**src/rtl/osc_pkg.sv**
```systemverilog
// Shared oscilloscope definitions: scan sequencer states and default sample-RAM geometry.
package osc_pkg;

  localparam int unsigned SCAN_DEPTH_DEF = 256;
  localparam int unsigned ADDR_W_DEF     = 8;

  typedef enum logic [2:0] {
    ST_IDLE,
    ST_ARM,
    ST_WAIT_CAP,
    ST_SCAN,
    ST_DRAIN,
    ST_LATCH,
    ST_HOLD
  } scan_state_t;

  function automatic int unsigned max_u(input int unsigned a, input int unsigned b);
    return (a > b) ? a : b;
  endfunction

endpackage

```
**src/rtl/scan_delay_line.sv**
```systemverilog
// LAT-stage shift register with synchronous clear; aligns a strobe to RAM read latency.
module scan_delay_line #(
  parameter int unsigned LAT = 1
) (
  input  logic i_clk,
  input  logic i_clr,
  input  logic i_d,
  output logic o_q
);

  if (LAT == 0) begin : g_pass
    logic w_unused;
    assign w_unused = i_clk ^ i_clr;
    assign o_q      = i_d;
  end else begin : g_pipe
    logic [LAT-1:0] r_sh;

    always_ff @(posedge i_clk) begin
      if (i_clr) begin
        r_sh <= '0;
      end else begin
        r_sh[0] <= i_d;
        for (int unsigned i = 1; i < LAT; i++) begin
          r_sh[i] <= r_sh[i-1];
        end
      end
    end

    assign o_q = r_sh[LAT-1];
  end

endmodule

```
**src/rtl/vpp_scan_ctrl.sv**
```systemverilog
// Vpp measurement sequencer: capture request, sequential RAM scan with latency-aligned
// data_en, max/min latch gap, and display refresh pacing.
module vpp_scan_ctrl
  import osc_pkg::*;
#(
  parameter int unsigned AW          = ADDR_W_DEF,
  parameter int unsigned DEPTH       = SCAN_DEPTH_DEF,
  parameter int unsigned RD_LAT      = 1,
  parameter int unsigned GAP_CYC     = 2,
  parameter int unsigned REFRESH_CYC = 1000000,
  parameter int unsigned CAP_TIMEOUT = 65535
) (
  input  logic          clk_scan,
  input  logic          rst_scan,
  input  logic          run_en,
  input  logic          single,
  output logic          cap_req,
  input  logic          cap_done,
  output logic          ram_rd_en,
  output logic [AW-1:0] ram_rd_addr,
  output logic          data_en,
  output logic          meas_valid,
  output logic          busy,
  output logic          cap_err
);

  // One counter serves WAIT_CAP, DRAIN and LATCH, so it is sized for the largest of them.
  localparam int unsigned CW = $clog2(max_u(max_u(CAP_TIMEOUT, GAP_CYC), RD_LAT) + 1);
  localparam int unsigned RW = $clog2(REFRESH_CYC + 1);

  localparam logic [AW-1:0] LAST_ADDR  = AW'(DEPTH - 1);
  localparam logic [CW-1:0] TMO_LAST   = CW'(CAP_TIMEOUT - 1);
  localparam logic [CW-1:0] DRAIN_LAST = CW'((RD_LAT > 0) ? RD_LAT - 1 : 0);
  localparam logic [CW-1:0] GAP_LAST   = CW'(GAP_CYC - 1);
  localparam logic [RW-1:0] REF_LAST   = RW'(REFRESH_CYC - 1);

  scan_state_t   r_state;
  scan_state_t   w_nxt;
  logic [AW-1:0] r_addr;
  logic [CW-1:0] r_cnt;
  logic [RW-1:0] r_ref;
  logic          r_cap_err;

  logic w_tmo;
  logic w_cap_req;
  logic w_rd_en;
  logic w_meas_valid;
  logic w_data_en;

  assign w_tmo = (r_cnt == TMO_LAST);

  always_comb begin
    w_nxt        = r_state;
    w_cap_req    = 1'b0;
    w_rd_en      = 1'b0;
    w_meas_valid = 1'b0;
    case (r_state)
      ST_IDLE: begin
        if (run_en || single) w_nxt = ST_ARM;
      end
      ST_ARM: begin
        w_cap_req = 1'b1;
        w_nxt     = ST_WAIT_CAP;
      end
      ST_WAIT_CAP: begin
        if (cap_done)   w_nxt = ST_SCAN;
        else if (w_tmo) w_nxt = ST_IDLE;
      end
      ST_SCAN: begin
        w_rd_en = 1'b1;
        if (r_addr == LAST_ADDR) w_nxt = (RD_LAT == 0) ? ST_LATCH : ST_DRAIN;
      end
      ST_DRAIN: begin
        if (r_cnt == DRAIN_LAST) w_nxt = ST_LATCH;
      end
      ST_LATCH: begin
        if (r_cnt == GAP_LAST) begin
          w_meas_valid = 1'b1;
          w_nxt        = run_en ? ST_HOLD : ST_IDLE;
        end
      end
      ST_HOLD: begin
        if (!run_en)                w_nxt = ST_IDLE;
        else if (r_ref == REF_LAST) w_nxt = ST_ARM;
      end
      default: w_nxt = ST_IDLE;
    endcase
  end

  always_ff @(posedge clk_scan) begin
    if (rst_scan) begin
      r_state   <= ST_IDLE;
      r_addr    <= '0;
      r_cnt     <= '0;
      r_ref     <= '0;
      r_cap_err <= 1'b0;
    end else begin
      r_state <= w_nxt;

      if (w_nxt != r_state) begin
        r_cnt <= '0;
      end else if (r_state == ST_WAIT_CAP || r_state == ST_DRAIN || r_state == ST_LATCH) begin
        r_cnt <= r_cnt + 1'b1;
      end

      if (r_state == ST_HOLD && w_nxt == ST_HOLD) r_ref <= r_ref + 1'b1;
      else                                        r_ref <= '0;

      // Address returns to zero on the last read, so it never wraps within a frame.
      if (r_state == ST_SCAN && w_nxt == ST_SCAN) r_addr <= r_addr + 1'b1;
      else                                        r_addr <= '0;

      if (r_state == ST_ARM) begin
        r_cap_err <= 1'b0;
      end else if (r_state == ST_WAIT_CAP && !cap_done && w_tmo) begin
        r_cap_err <= 1'b1;
      end
    end
  end

  scan_delay_line #(
    .LAT (RD_LAT)
  ) u_dly (
    .i_clk (clk_scan),
    .i_clr (rst_scan),
    .i_d   (w_rd_en),
    .o_q   (w_data_en)
  );

  assign cap_req     = w_cap_req;
  assign ram_rd_en   = w_rd_en;
  assign ram_rd_addr = r_addr;
  assign data_en     = w_data_en;
  assign meas_valid  = w_meas_valid;
  assign busy        = (r_state != ST_IDLE);
  assign cap_err     = r_cap_err;

endmodule

```
**config.mk**
```make
export PLATFORM = sky130hd
export DESIGN_NAME = vpp_scan_ctrl
export DESIGN_NICKNAME = d
export VERILOG_FILES = /design/src/rtl/osc_pkg.sv /design/src/rtl/scan_delay_line.sv /design/src/rtl/vpp_scan_ctrl.sv
export SDC_FILE = /design/constraint.sdc
export NUM_CORES = 1
export LEC_CHECK = 0
export ABC_AREA = 1
export CORE_ASPECT_RATIO = 0.75
export CORE_UTILIZATION = 52
export DETAILED_ROUTE_END_ITERATION = 16
export PLACE_DENSITY = 0.75
export SKIP_LAST_GASP = 1
export SLEW_MARGIN = 20
export SYNTH_ARGS = -nofsm -noshare
export SYNTH_HDL_FRONTEND = slang
export SYNTH_SLANG_ARGS = --single-unit
```
**constraint.sdc**
```tcl
create_clock -name clk_scan -period 1.6 [get_ports clk_scan]
set_clock_uncertainty 0.05 [all_clocks]
set_input_delay 0.16 -clock clk_scan [delete_from_list [all_inputs] [get_ports clk_scan]]
set_output_delay 0.16 -clock clk_scan [all_outputs]
set_load 0.05 [all_outputs]
```
==> reports/summary.md <==
The flow ran to the end, but the final reports show violations. The checks that failed: negative setup slack. The total of flip-flops plus latches after synthesis is 49. For the worst-skew pair, the clock arrives at the later sink with an insertion delay of 0.33 ns. The post-placement setup slack is -0.3839 ns, and the maximum clock path buffer count is 2. The leading area contributor after synthesis was dfxtp_1. The count of cells in the finished layout, fillers not included, comes to 556. The relative contribution of sequential cells to total power came out at 0.408. The top cell types in the final layout, fill and taps aside, are buf_4 (107), nand2_1 (49), nor2_1 (40), inv_1 (35), dfxtp_1 (26). Sorting the synthesized cells by area gives the leading types as dfxtp_1 (38%), nand2_1 (10%), nor2_1 (8.5%), inv_1 (5.9%), nor2_2 (4.8%). The ratio of routed vias to standard cells is 6.603. The critical path is of the flip-flop to flip-flop type. The tools report the beginning of the worst hold path as rst_scan. TritonCTS built the clock tree.

The depth of the worst hold-timing path was 2; the period utilization was 1.338. The number of DRC markers after the initial detailed-route iteration was 541. The last weighted congestion value of the routability-driven placer was 0.9816. The run gives 0.3699 as the global-route total usage across every layer. For this run, design rule violations remaining after detail routing come to 0. Row generation in the floorplan step produced 21 rows. A synthesized cell averages 7.201 sq um. Measured in cells, the most critical reg-to-reg path has a length of 9.

Along the worst path, the maximum fanout reaches 4. Portion of synthesized cell area occupied by the leading cell type: 0.3784. The clock-pin slew on the worst setup and hold paths was 0.11 ns.

For the worst path arrival time, the log shows 2.36 ns. Switching power summed over all nets: 1.002 mW. Once detailed placement completed, the half-perimeter wirelength came to 4742 um. The cell sitting at the root of the clock tree is a clkbuf_8.

The logs give 0.275 for the combinational group share of total power and 1.852 nW for the reported leakage power. Setup violations remaining at the end of the flow were counted as 44. The core region is 0.004624 sq mm. The number of nets handed over by synthesis was 371. The tools report the endpoint of the worst hold-timing path as cap_err$_SDFFE_PP0P_.

The number of antenna violations at the first check in global routing was 1; the total power consumption of the routed design was 3.102 mW. Endpoint of the worst-slack reg-to-reg timing path: r_cnt[3]$_SDFFE_PP0P_. The synthesized instance count was 360. For the finished layout, the period the worst path requires is 2.141 ns.

In the final timing run, aggregate negative setup slack is -11.61 ns. The mapped netlist covers 0.002592 sq mm. The kind of end point of the critical path was a flip-flop.

The clock share of power was 0.318; the number of clock sinks seen by CTS was 49. Cell internal power was estimated by the tool at 2.100 mW. The floorplan step set the die width to 83.53 um.

Number of CTS-inserted buffers: 5. The tightest slew margin relative to the limit is 0.6164, and the final worst setup slack is -0.5414 ns. Setup repair after global routing could not meet its margin everywhere. In the final design database the tool counted 508 nets. The power density over the cells was 697.5 mW/mm^2; the count of buffers inserted at the top-level ports was 18.

The signed area change from the synthesized netlist to the final layout was 71.52%. For the fraction of the yosys area taken by sequential cells, the log shows 0.3784. The H-tree was split into 2 levels. The path class of the tightest hold or removal check is input port to flip-flop. The first detailed-routing pass took 5 iterations. The run gives 3244 as the number of global-route vias before repair. Static timing analysis puts the maximum clock frequency at 467.0 MHz.

The beginning of the worst register-to-register path was r_state[2]$_SDFF_PP0_. The floorplan die height was 63.15 um; the overall die area was 0.005275 sq mm. After detailed routing, the average wire length per cell comes to 25.36 um. VDD sags by at most 0.8726 mV. STA classifies the critical path startpoint as a flip-flop. For the final hold violation count, the log shows 0. The share of post-route cells with drive strength above 1 works out to 0.5683.

Synthesis instantiated 35 different standard cells from the library. Summed over all layers, the global routing overflow is 0. During synthesis, Yosys emitted a total of 0 warnings. The tools report the total of max-cap violations as 0. Leaving out fill and tap cells, the most frequent cell in the layout is buf_4. For the total via count in the routed design, the log shows 3671.

The filler cell count in the final layout was 91; the global-route wire length before repair was 15340 um. Once detail routing completed, the nets flagged for antenna violations numbered 0. Entering global routing, the biggest net connects 21 pins. At the pin with the least slew margin, the transition time is 0.5694 ns. The required time reported for the critical path endpoint came out at 1.82 ns. Total length of routed wires: 14100 um.

After detailed placement, the design holds a cell count of 511. The net switching share of the total power was 0.3230. Effective utilization at floorplan: 0.5606.

For the number of slew-limit violations in the final report, the log shows 0. In this run the register-to-register setup slack is -0.54 ns. Pin placement for this block handled 19 I/O pins. For the total of hold buffers inserted after clock tree synthesis, the log shows 0.
-- synth_stat cells --
cell type	instances
nor4_1	1
and2_4	1
nor2_4	2
o21ai_1	1
inv_2	4
o211ai_1	2
or2_2	2
nor3b_1	6
nor3_2	1
nor3_1	8
clkinv_2	1
ha_1	6
or2_0	2
nor2_2	20
clkbuf_1	2
xnor2_1	8
nand2_2	9
a31oi_1	1
buf_6	1
xor2_1	14
o21bai_1	1
dfxtp_1	49
nand2_1	71
nand4_1	5
nand3_2	2
o31ai_1	2
buf_12	1
nand3_4	1
a21oi_1	12
nand3_1	20
inv_1	41
nand4_2	1
o21ai_0	2
nor2_1	59
clkinv_1	1
-- per-stage QoR --
step | hold slack [ns] | utilization | area (sq um)
2_1_floorplan | 0.1717 | - | 2640
3_3_place_gp | 0.4253 | 0.7527 | 3481
3_5_place_dp | 0.4371 | 0.7527 | 3481
4_1_cts | 0.4245 | 0.8609 | 3981
5_1_grt | 0.4971 | 0.9616 | 4447
6_report | 0.4954 | 0.9616 | 4447
-- state kept, by name, summed over array words and instances, names as in the netlist --
name / flops
u_dly.o_q: 1
ram_rd_addr: 8
r_state: 3
r_ref: 20
cap_err: 1
r_cnt: 16
-- cell families (layout without fill, tap and decap cells) --
family                   count (synthesis)  after routing  share of synthesized area
other                                    0              1                          0
flip-flops                              49             49                     0.3784
AND/OR/NAND/NOR                        211            211                     0.3890
buffers and inverters                   51            189                    0.08349
AO/OA/AOI/OAI                           21             21                    0.04585
XOR/XNOR                                22             22                    0.07433
adder cells (fa/ha/maj)                  6              6                    0.02896
-- per-layer routing --
| layer | wire length (um) | up-vias | global-route usage | part of all wire |
|---|---|---|---|---|
| met4 | 1752 | 0 | 0.2225 | 0.12 |
| met3 | 2034 | 211 | 0.09567 | 0.14 |
| li1 | - | 1396 | - | - |
| met1 | 4345 | 1612 | 0.4028 | 0.31 |
| met2 | 5966 | 452 | 0.6516 | 0.42 |
| met5 | 0 | - | 0 | 0 |
-- power groups by stage --
stage / clock network (mW) / logic, mW / registers, mW
after global routing: 1.03 / 0.869 / 1.27
after detailed placement: 0 / 0.540 / 1.29
after CTS: 0.944 / 0.628 / 1.26
final: 0.985 / 0.852 / 1.26
after floorplan: 0 / 0.333 / 1.28
after global placement: 0 / 0.532 / 1.28
-- what timing repair did --
action                     CTS  global route
setup endpoints to repair   27            36
pin swaps                   33            47
gates resized for setup     65            90
buffers inserted            20            20
-- worst max-delay path, stage by stage, from the launching register on --
cell	delay, ns
dfxtp_2	0.37
inv_2	0.17
nand3_2	0.15
buf_4	0.17
inv_1	0.10
buf_4	0.13
a21oi_1	0.04
o21ai_0	0.47
nand2_1	0.27
nor2_2	0.17
-- how the worst max path moves through the flow --
stage | start | to | slack [ns] | cells after the start
after floorplan | r_state[1]$_SDFF_PP0_ | r_cnt[15]$_SDFFE_PP0P_ | -0.36 | 12
after global placement | run_en | r_cnt[7]$_SDFFE_PP0P_ | -0.24 | 9
after detailed placement | run_en | r_cnt[6]$_SDFFE_PP0P_ | -0.38 | 9
after CTS | r_cnt[1]$_SDFFE_PP0P_ | r_cnt[1]$_SDFFE_PP0P_ | -0.15 | 14
after global routing | r_cnt[3]$_SDFFE_PP0P_ | r_cnt[1]$_SDFFE_PP0P_ | -0.68 | 13
final | r_state[2]$_SDFF_PP0_ | r_cnt[3]$_SDFFE_PP0P_ | -0.54 | 9
-- cell type report --
class / instances / area, sq um / share of cell area
tap: 57 / 71.32 / 0.01604
clock buffer: 6 / 82.58 / 0.01857
antenna: 1 / 2.502 / 0.0005627
timing repair buffer: 134 / 1146 / 0.2577
clock inverter: 2 / 37.54 / 0.008441
inverter: 47 / 187.7 / 0.04221
sequential: 49 / 1022 / 0.2299
multi-input combinational: 260 / 1897 / 0.4266
Note: power is estimated with default switching activity, not from simulation.
